--- config.mk ---
export PLATFORM = sky130hd
export DESIGN_NAME = csa_word_sequencer
export DESIGN_NICKNAME = d
export VERILOG_FILES = /design/src/rtl/csa_word_sequencer.sv
export SDC_FILE = /design/constraint.sdc
export NUM_CORES = 1
export LEC_CHECK = 0
export ABC_AREA = 1
export CAP_MARGIN = 30
export CELL_PAD_IN_SITES_DETAIL_PLACEMENT = 0
export CELL_PAD_IN_SITES_GLOBAL_PLACEMENT = 2
export CORE_MARGIN = 3
export CORE_UTILIZATION = 30
export DETAILED_ROUTE_END_ITERATION = 12
export GPL_TIMING_DRIVEN = 0
export HOLD_SLACK_MARGIN = 0.02
export PLACE_DENSITY = 0.82
export SLEW_MARGIN = 10
export SYNTH_ARGS = -nofsm -noshare
export SYNTH_HDL_FRONTEND = slang
export SYNTH_SLANG_ARGS = --single-unit
--- constraint.sdc ---
create_clock -name clk -period 3.6 [get_ports clk]
set_input_delay 0.72 -clock clk [delete_from_list [all_inputs] [get_ports clk]]
set_output_delay 0.72 -clock clk [all_outputs]
set_load 0.05 [all_outputs]
--- src/rtl/csa_word_sequencer.sv ---
// Nibble-serial word adder built around one shared 4-bit carry-select adder cell.
// carry_select_adder: purpose 4-bit add, latency combinational, backpressure none.

// Purpose: 4-bit carry-select adder; low pair ripples, high pair is precomputed for both carries.
// Latency: purely combinational.
// Backpressure: none, no handshake.
module carry_select_adder (
  input  logic [3:0] a,
  input  logic [3:0] b,
  input  logic       cin,
  output logic [3:0] sum,
  output logic       cout
);

  function automatic logic [1:0] fa(input logic x, input logic y, input logic ci);
    return {(x & y) | (ci & (x ^ y)), x ^ y ^ ci};
  endfunction

  logic c1, c2;
  logic h0_c0, h1_c0, h0_c1, h1_c1;
  logic [1:0] hs_c0, hs_c1;

  assign {c1, sum[0]} = fa(a[0], b[0], cin);
  assign {c2, sum[1]} = fa(a[1], b[1], c1);

  // Upper pair evaluated speculatively for both incoming carries, then selected by c2.
  assign {h0_c0, hs_c0[0]} = fa(a[2], b[2], 1'b0);
  assign {h1_c0, hs_c0[1]} = fa(a[3], b[3], h0_c0);
  assign {h0_c1, hs_c1[0]} = fa(a[2], b[2], 1'b1);
  assign {h1_c1, hs_c1[1]} = fa(a[3], b[3], h0_c1);

  assign sum[3:2] = c2 ? hs_c1 : hs_c0;
  assign cout     = c2 ? h1_c1 : h1_c0;

endmodule

// Purpose: WIDTH-bit a+b+cin computed one nibble per cycle through a single shared adder.
// Latency: out_valid rises WIDTH/4 edges after the acceptance edge.
// Backpressure: result held in DONE until out_ready; in_ready only while idle.
module csa_word_sequencer #(
  parameter int WIDTH = 16
) (
  input  logic             clk,
  input  logic             rst_n,
  input  logic             in_valid,
  output logic             in_ready,
  input  logic [WIDTH-1:0] a,
  input  logic [WIDTH-1:0] b,
  input  logic             cin,
  output logic             out_valid,
  input  logic             out_ready,
  output logic [WIDTH-1:0] sum,
  output logic             cout
);

  localparam int NIB = WIDTH / 4;
  localparam int IW  = (NIB > 1) ? $clog2(NIB) : 1;

  typedef enum logic [1:0] {IDLE, ADD, DONE} state_t;

  state_t state, state_nxt;

  logic [WIDTH-1:0] a_q, b_q, acc_q, acc_nxt;
  logic             carry_q;
  logic [IW-1:0]    idx;
  logic             last;
  logic [3:0]       nib_a, nib_b, nib_sum;
  logic             nib_cout;

  assign last  = (idx == IW'(NIB - 1));
  assign nib_a = a_q[{idx, 2'b00} +: 4];
  assign nib_b = b_q[{idx, 2'b00} +: 4];

  carry_select_adder u_csa (
    .a    (nib_a),
    .b    (nib_b),
    .cin  (carry_q),
    .sum  (nib_sum),
    .cout (nib_cout)
  );

  always_ff @(posedge clk) begin
    if (!rst_n) state <= IDLE;
    else        state <= state_nxt;
  end

  always_comb begin
    state_nxt = state;
    case (state)
      IDLE:    if (in_valid)  state_nxt = ADD;
      ADD:     if (last)      state_nxt = DONE;
      DONE:    if (out_ready) state_nxt = IDLE;
      default:                state_nxt = IDLE;
    endcase
  end

  assign in_ready  = (state == IDLE);
  assign out_valid = (state == DONE);

  // Working accumulator with the current nibble merged in; published to sum only on the last step.
  always_comb begin
    acc_nxt = acc_q;
    acc_nxt[{idx, 2'b00} +: 4] = nib_sum;
  end

  always_ff @(posedge clk) begin
    if (!rst_n) begin
      a_q     <= '0;
      b_q     <= '0;
      acc_q   <= '0;
      carry_q <= 1'b0;
      idx     <= '0;
      sum     <= '0;
      cout    <= 1'b0;
    end else begin
      case (state)
        IDLE: begin
          if (in_valid) begin
            a_q     <= a;
            b_q     <= b;
            carry_q <= cin;
            idx     <= '0;
          end
        end
        ADD: begin
          acc_q   <= acc_nxt;
          carry_q <= nib_cout;
          if (last) begin
            idx  <= '0;
            sum  <= acc_nxt;
            cout <= nib_cout;
          end else begin
            idx <= idx + IW'(1);
          end
        end
        default: ;
      endcase
    end
  end

endmodule

==> impl_metrics.yaml, run 1 <==
run_status:
  status: "completed"
timing:
  tns_ns: 0
  setup_viol: 0
  worst_slew_pin_slew_ns: 0.570
  slew-limit-headroom: 0.620
  finalMaxSlewViolations: 0
  finalHoldViolCount: 0
  whs_ns: 0.491
  rsz0062_at_grt: "false"
  fmax_mhz: 319
  finClkSkew_ns: 0.0121
  post-route-period-util: 0.871
  post-route-min-period_ns: 3.14
  setup_slack_ns: 0.463
place:
  dp_hpwl_um: 6370
  io_buffers: 55
  gp_congestion: 0.800
  dp.cells: 642
  dp_slack_ns: 0.348
clock_tree:
  clkTransAtPathRegs_ns: 0.07
  clk_path_buf_depth: 2
  cts_tree: "built"
  cts.sinks: 70
  cts_resized: 0
  clk_latency_ns: 0.35
  hold_buffers: 0
  htree_levels: 3
  cts_buffers: 9
  cts-root-buf: "clkbuf_8"
  post_cts_buffers: 0
global_route:
  grt_pass1_wl_um: 14000
  grt_util_all_layers: 0.140
  antenna_found_initial: 0
  grt_pass1_vias: 2824
  grt_overflow: 0
  grt_max_degree: 14
floorplanning:
  die_h_um: 111
  die_area_sq_um: 12300
  rows: 37
  initial_core_util: 0.315
  ios: 56
  core_sq_um: 10500
  fp.dieW_um: 111
logic_synthesis:
  synthTopCellsByCount: "nor2_1 (88), dfxtp_1 (70), inv_1 (59), nand2_1 (49), o21ai_0 (45)"
  async_flop_share: 0
  yosysTopAreaCell: "dfxtp_1"
  yosysSeqAreaShare: 0.423
  synth_nets: 499
  yosysWarningCount: 0
  yosys.area.top_type_share: 0.423
  syn_area_sq_um: 3310
  synth_edf_count: 0
  synth.most_common_cell: "nor2_1"
  syn_avg_cell_area_sq_um: 7.34
  synth.distinct_cells: 31
  syn_inst: 451
  synth_area_leaders: "dfxtp_1 (42%), nor2_1 (10%), o21ai_0 (6.8%)"
  ys.flop_type: "dfxtp_1"
  ys_seq_elements: 70
setup_path:
  worstPathMaxFanout: 10
  crit_required_ns: 3.84
  slowest_delay_ns: 0.50
  path_delay_family: "adder cells"
  slowest_stage: "fa_1"
  startpoint_type: "flop"
  path_cells: "buf_2 -> buf_4 -> nand2_1 -> a32o_1 -> fa_1 -> inv_1 -> fa_1 -> inv_1 -> o21ai_0 -> fa_1 -> nand3_1 -> o22ai_1 -> o21ai_0 -> inv_1"
  criticalPathCategory: "flop to flop"
  arrival_ns: 3.38
  critPathCaptureType: "flop"
  crit_buf_inv: 5
cells_and_area:
  insertedDiodeCount: 0
  drive_above_1_share: 0.0843
  areaGrowthSynthToFinish_pct: 27.8
  stdcell_count: 658
  fill_cells: 1131
  final_util: 0.403
  nets: 565
pwr:
  p_seq_frac: 0.464
  leakagePower_nw: 1.89
  pwr-share-clk: 0.351
  p_int_mw: 1.29
  switching_share: 0.297
  p_comb_frac: 0.186
  irDropWorstVdd_uv: 176
  power_density_nw_per_um2: 433
  switching_power_mw: 0.545
drt:
  wl_met3_um: 379
  top_layer_used: "met4"
  dr_wl_met2_um: 3860
  drt-initial-drc-count: 127
  wl_met1_um: 4070
  dr_total_vias: 2985
  drc: 0
  wl_per_cell_um: 12.9
  ant_nets: 0
  wl_um: 8480
  drt_first_pass_iters: 4
  via_per_inst: 4.54
hold_path:
  min_path_type: "flop to flop"
flow_run:
  drv_cap: 0
[cell usage in the layout, fill, tap and decap left out, types with 3 or more instances in the layout]
cell type	n
fa_1	3
nand3_1	20
buf_6	5
o22ai_1	13
nor2_1	88
clkdlybuf4s50_1	55
nand2_1	49
buf_2	6
dfxtp_1	69
o21ai_0	45
clkbuf_8	9
inv_1	59
a21oi_1	18
ha_1	8
o21ai_1	16
inv_2	4
buf_4	3
clkbuf_1	9
o21a_1	17
[kinds of logic (layout without fill, tap and decap cells)]
family          Yosys count  in the layout  synth area share
simple gates            168            168             0.215
compound gates          114            114             0.196
buf+inv                  88            159             0.118
flops                    70             70             0.423
fa+ha+maj                11             11            0.0484
[flip-flops by register name, indices dropped and copies added (netlist names)]
| name | count |
|---|---|
| idx | 2 |
| sum | 16 |
| carry_q | 1 |
| a_q | 16 |
| cout | 1 |
| b_q | 16 |
| state | 2 |
| acc_q | 16 |
[worst register-to-register path, delay by kind of cell (launching register included)]
kind,cells,cell delay [ns]
buf+inv,5,0.59
flops,1,0.38
simple gates,2,0.24
fa+ha+maj,3,1.07
compound gates,4,0.75
[through the flow]
step / total power [mW] / instance area (sq um)
2_1_floorplan: 1.09 / 3310
3_3_place_gp: 1.21 / 4030
3_5_place_dp: 1.21 / 4030
4_1_cts: 1.86 / 4230
5_1_grt: 1.95 / 4230
6_report: 1.83 / 4230
[power groups by stage]
stage	Combinational [mW]	Clock (mW)	Sequential (mW)
floorplan	0.229	0	0.862
global placement	0.338	0	0.869
detailed placement	0.342	0	0.869
CTS	0.343	0.667	0.851
global route	0.388	0.701	0.857
finish	0.341	0.643	0.850
[area by class of cell]
cell class | count | area [sq um] | share of cell area
plain buffers | 24 | 149 | 0.0352
clock buffers | 10 | 128 | 0.0302
clock inverters | 6 | 71.3 | 0.0169
inverters | 64 | 240 | 0.0568
multi-input cells | 293 | 1520 | 0.359
flip-flops and latches | 70 | 1400 | 0.332
well taps | 136 | 170 | 0.0402
repair buffers | 55 | 551 | 0.130
[routing by layer]
layer	vias up	GRT usage
met5	-	0
met4	0	0.0438
met3	14	0.0300
li1	1577	-
met1	1327	0.183
met2	67	0.230
[path summary, 6_finish.rpt]
kind	start	cells past startpoint	to	slack, ns
worst max-delay path	idx[0]	14	acc_q[7]	0.46
worst min-delay path	cout	2	cout	0.49
worst max register to register	idx[0]	14	acc_q[7]	0.46
worst min register to register	cout	2	cout	0.49
Note: power is estimated with default switching activity, not from simulation.
==> run 2, diff against run 1 <==
CORE_UTILIZATION = 32   (was 30)
PLACE_DENSITY = 0.86   (was 0.82)
clock period = 4 ns   (was 3.6 ns; I/O delays follow)
==> run 2 against run 1 <==
Effect of this change:
- first-iteration DRC count decreased by 28%
- global-route usage increased by 1.5 points
- hold slack got worse by 0.0024 ns
- highest routed layer unchanged
- critical endpoint unchanged
- critical path depth shrank 1
==> impl_metrics.yaml, run 2 (synthesis gave the netlist of run 1 again) <==
timing:
  fmax_mhz: 309
  post-route-min-period_ns: 3.23
  setup_viol: 0
  whs_ns: 0.488
  finClkSkew_ns: 0.00583
  post-route-period-util: 0.809
  finalHoldViolCount: 0
  tns_ns: 0
  worst_slew_pin_slew_ns: 0.534
  slew-limit-headroom: 0.644
  rsz0062_at_grt: "false"
  finalMaxSlewViolations: 0
drt:
  wl_per_cell_um: 12.6
  ant_nets: 0
  drc: 0
  drt_first_pass_iters: 4
  drt-initial-drc-count: 91
  dr_total_vias: 2985
  wl_um: 8250
  via_per_inst: 4.56
pwr:
  leakagePower_nw: 1.90
  finalPower_mw: 1.64
  irDropWorstVdd_uv: 231
  power_density_nw_per_um2: 387
global_route:
  antenna_found_initial: 0
  grt_util_all_layers: 0.154
  grt_max_degree: 13
  grt_pass1_vias: 2944
  grt_pass1_wl_um: 14000
  grt_overflow: 0
cells_and_area:
  insertedDiodeCount: 0
  regArea_sq_um: 1400
  drive_above_1_share: 0.0843
  nets: 565
  final_cell_mix: "nor2_1 (88), dfxtp_1 (70), inv_1 (59)"
  layout_commonest_cell: "nor2_1"
  multiInputGateArea_sq_um: 1520
  areaGrowthSynthToFinish_pct: 27.7
  fill_cells: 1097
place:
  io_buffers: 55
  dp_hpwl_um: 6250
  gp_congestion: 0.810
clock_tree:
  post_cts_buffers: 0
  clk_latency_ns: 0.34
  cts_tree: "built"
  cts.sinks: 70
  clkTransAtPathRegs_ns: 0.08
  htree_levels: 3
  cts_buffers: 9
  clk_path_buf_depth: 2
  cts_resized: 0
  hold_buffers: 0
  cts-root-buf: "clkbuf_8"
setup_path:
  worstPathMaxFanout: 12
  arrival_ns: 3.47
  path_cells: "inv_1 -> buf_2 -> a32o_1 -> fa_1 -> inv_1 -> fa_1 -> inv_1 -> o21ai_0 -> fa_1 -> nand3_1 -> o22ai_1 -> o21ai_0 -> inv_1"
  criticalPathCategory: "flop to flop"
  critPathCaptureType: "flop"
  crit_required_ns: 4.23
  slowest_stage: "dfxtp_1"
  path_common_cell: "inv_1"
  startpoint_type: "flop"
  slowest_delay_ns: 0.53
run_status:
  status: "completed"
floorplanning:
  initial_core_util: 0.334
  die_h_um: 108
  fp.dieW_um: 108
  die_area_sq_um: 11600
  core_sq_um: 9910
  rows: 36
  ios: 56
flow_run:
  drv_cap: 0
hold_path:
  min_path_type: "flop to flop"
-- run 2: layout make-up --
cell class                      count  area share
Clock buffer                       10      0.0326
Timing Repair Buffer               55       0.130
Multi-Input combinational cell    293       0.359
Sequential cell                    70       0.332
Inverter                           64      0.0569
Clock inverter                      6      0.0145
Tap cell                          133      0.0394
Buffer                             24      0.0352
-- run 2: path summary, 6_finish.rpt --
path | from | to | slack [ns] | depth (start not counted)
min reg2reg | a_q[2] | a_q[2] | 0.49 | 2
max reg2reg | idx[1] | acc_q[7] | 0.77 | 13
min | a_q[2] | a_q[2] | 0.49 | 2
max | idx[1] | acc_q[7] | 0.77 | 13
-- run 2: metal layers --
metal,wire [um],part of all wire,GRT usage
met5,0,0,0
met4,148,0.018,0.0487
met3,331,0.040,0.0462
met2,3960,0.48,0.262
met1,3820,0.46,0.187
-- run 2: critical path, delay by kind of cell, from the launching register on --
family | cells | cell delay [ns]
adder cells (fa/ha/maj) | 3 | 1.08
flip-flops | 1 | 0.53
AO/OA/AOI/OAI | 4 | 0.80
buffers and inverters | 5 | 0.58
AND/OR/NAND/NOR | 1 | 0.15
-- run 2: report_power, final --
group / internal (mW) / switching, mW
sequential: 0.742 / 0.0236
clock: 0.303 / 0.262
combinational: 0.126 / 0.179
total: 1.17 / 0.465
-- run 2: per-stage QoR --
stage          area [sq um]  worst slack, ns  cells   util
2_1_floorplan          3310             1.24    451      -
3_3_place_gp           4030            0.790    639  0.406
3_5_place_dp           4030            0.760    639  0.406
4_1_cts                4230            0.746    655  0.426
5_1_grt                4230            0.450    655  0.426
6_report               4230            0.765    655  0.426
==> run 3, diff against run 2 <==
CORE_UTILIZATION = 30   (was 32)
PLACE_DENSITY = 0.82   (was 0.86)
clock period = 3.1 ns   (was 4 ns; I/O delays follow)
==> run 3 against run 2 <==
Effect of this change:
- fmax rose by 13%
- largest power group unchanged
- register-to-register slack worse by 0.54 ns
- flip-flop and latch count stayed put
- die area increased by 6.3%
- first-iteration DRC count up 32%
- sequential power rose by 29%
==> impl_metrics.yaml, run 3 (synthesis gave the netlist of run 1 again) <==
setup_path:
  crit_required_ns: 3.40
  startpoint_type: "flop"
  critPathCaptureType: "flop"
  reg2reg_slack_ns: 0.23
  criticalPathCategory: "flop to flop"
  arrival_ns: 3.17
  worstPathMaxFanout: 10
timing:
  post-route-min-period_ns: 2.87
  finalMaxSlewViolations: 0
  finClkSkew_ns: 0.0123
  slew-limit-headroom: 0.616
  finalHoldViolCount: 0
  tns_ns: 0
  post-route-period-util: 0.927
  fmax_mhz: 348
  worst_slew_pin_slew_ns: 0.575
  setup_viol: 0
floorplanning:
  core_sq_um: 10500
  ios: 56
  rows: 37
  initial_core_util: 0.315
  fp.dieW_um: 111
  die_h_um: 111
  die_area_sq_um: 12300
drt:
  dr_total_vias: 2990
  ant_nets: 0
  via_per_inst: 4.54
  wl_um: 8520
  wl_per_cell_um: 12.9
  drc: 0
  drt_first_pass_iters: 4
  drt-initial-drc-count: 120
clock_tree:
  hold_buffers: 0
  clk_path_buf_depth: 2
  clk_latency_ns: 0.35
  cts-root-buf: "clkbuf_8"
  cts_buffers: 9
  htree_levels: 3
  cts.sinks: 70
  cts_tree: "built"
  clkTransAtPathRegs_ns: 0.07
pwr:
  irDropWorstVdd_uv: 209
  power_density_nw_per_um2: 500
  leakagePower_nw: 1.92
  finalPower_mw: 2.15
hold_path:
  min_path_type: "flop to flop"
global_route:
  grt_util_all_layers: 0.140
  grt_pass1_wl_um: 14000
  grt_pass1_vias: 2824
  grt_max_degree: 14
  grt_overflow: 0
  antenna_found_initial: 0
cells_and_area:
  fill_cells: 1126
  insertedDiodeCount: 0
  areaGrowthSynthToFinish_pct: 29.8
  final_cell_mix: "nor2_1 (88), dfxtp_1 (68), inv_1 (58)"
  layout_commonest_cell: "nor2_1"
  drive_above_1_share: 0.105
  nets: 566
flow_run:
  drv_cap: 0
place:
  io_buffers: 55
  dp_hpwl_um: 6370
  gp_congestion: 0.800
run_status:
  status: "completed"
## run 3: changes by cell type in the layout (fill, tap and decap cells not counted), moves of 3 or more
cell / delta
o22ai_1: -3
o22ai_2: +3
o21ai_0: -3
buf_2: -3
buf_6: +3
clkinv_2: -3
## run 3: stage by stage
step / setup slack [ns] / instance area (sq um) / util / instances / hold WS (ns)
2_1_floorplan: 0.336 / 3310 / - / 451 / 0.449
3_3_place_gp: -0.116 / 4030 / 0.383 / 642 / 0.469
3_5_place_dp: -0.152 / 4030 / 0.383 / 642 / 0.472
4_1_cts: -0.0173 / 4230 / 0.403 / 658 / 0.494
5_1_grt: -0.00513 / 4300 / 0.409 / 659 / 0.505
6_report: 0.226 / 4300 / 0.409 / 659 / 0.491
## run 3: final timing paths
check | cells after the start | endpoint | startpoint
max reg2reg | 15 | acc_q[7] | idx[0]
max | 15 | acc_q[7] | idx[0]
min | 2 | cout | cout
min reg2reg | 2 | cout | cout
## run 3: report_power, final
group | internal [mW] | switching (mW) | total [mW] | leakage (nW)
Clock | 0.377 | 0.371 | 0.748 | 0.0931
Combinational | 0.174 | 0.240 | 0.414 | 1.25
Sequential | 0.957 | 0.0299 | 0.987 | 0.576
## run 3: cell type report
type	count	area, sq um	area share
clock buffers	10	128	0.0297
repair buffers	56	558	0.130
clock inverters	6	71.3	0.0166
plain buffers	24	168	0.0390
well taps	136	170	0.0396
multi-input cells	293	1550	0.361
inverters	64	243	0.0565
flip-flops and latches	70	1410	0.327
## run 3: critical path: stages, from the launching register on
cell and delay (ns):
dfxtp_2 0.35, buf_6 0.14, buf_6 0.14, nand2_1 0.06, a32o_2 0.28, fa_1 0.39, inv_1 0.07, fa_1 0.18
inv_1 0.08, nand2_1 0.07, o21ai_2 0.06, fa_2 0.57, nand3_2 0.12, o22ai_2 0.17, o21ai_1 0.08, inv_1 0.06
## run 3: what timing repair did
item	4_1_cts	5_1_grt
pin swaps	1	3
buffers inserted	0	1
gates cloned	0	0
setup endpoints to repair	7	8
resized for setup	2	22
## run 3: metal layers
layer / GRT usage / vias to the layer above / part of all wire
met1: 0.183 / 1334 / 0.49
met4: 0.0438 / 0 / 0.021
met5: 0 / - / 0
li1: - / 1583 / -
met2: 0.230 / 59 / 0.45
met3: 0.0300 / 14 / 0.041
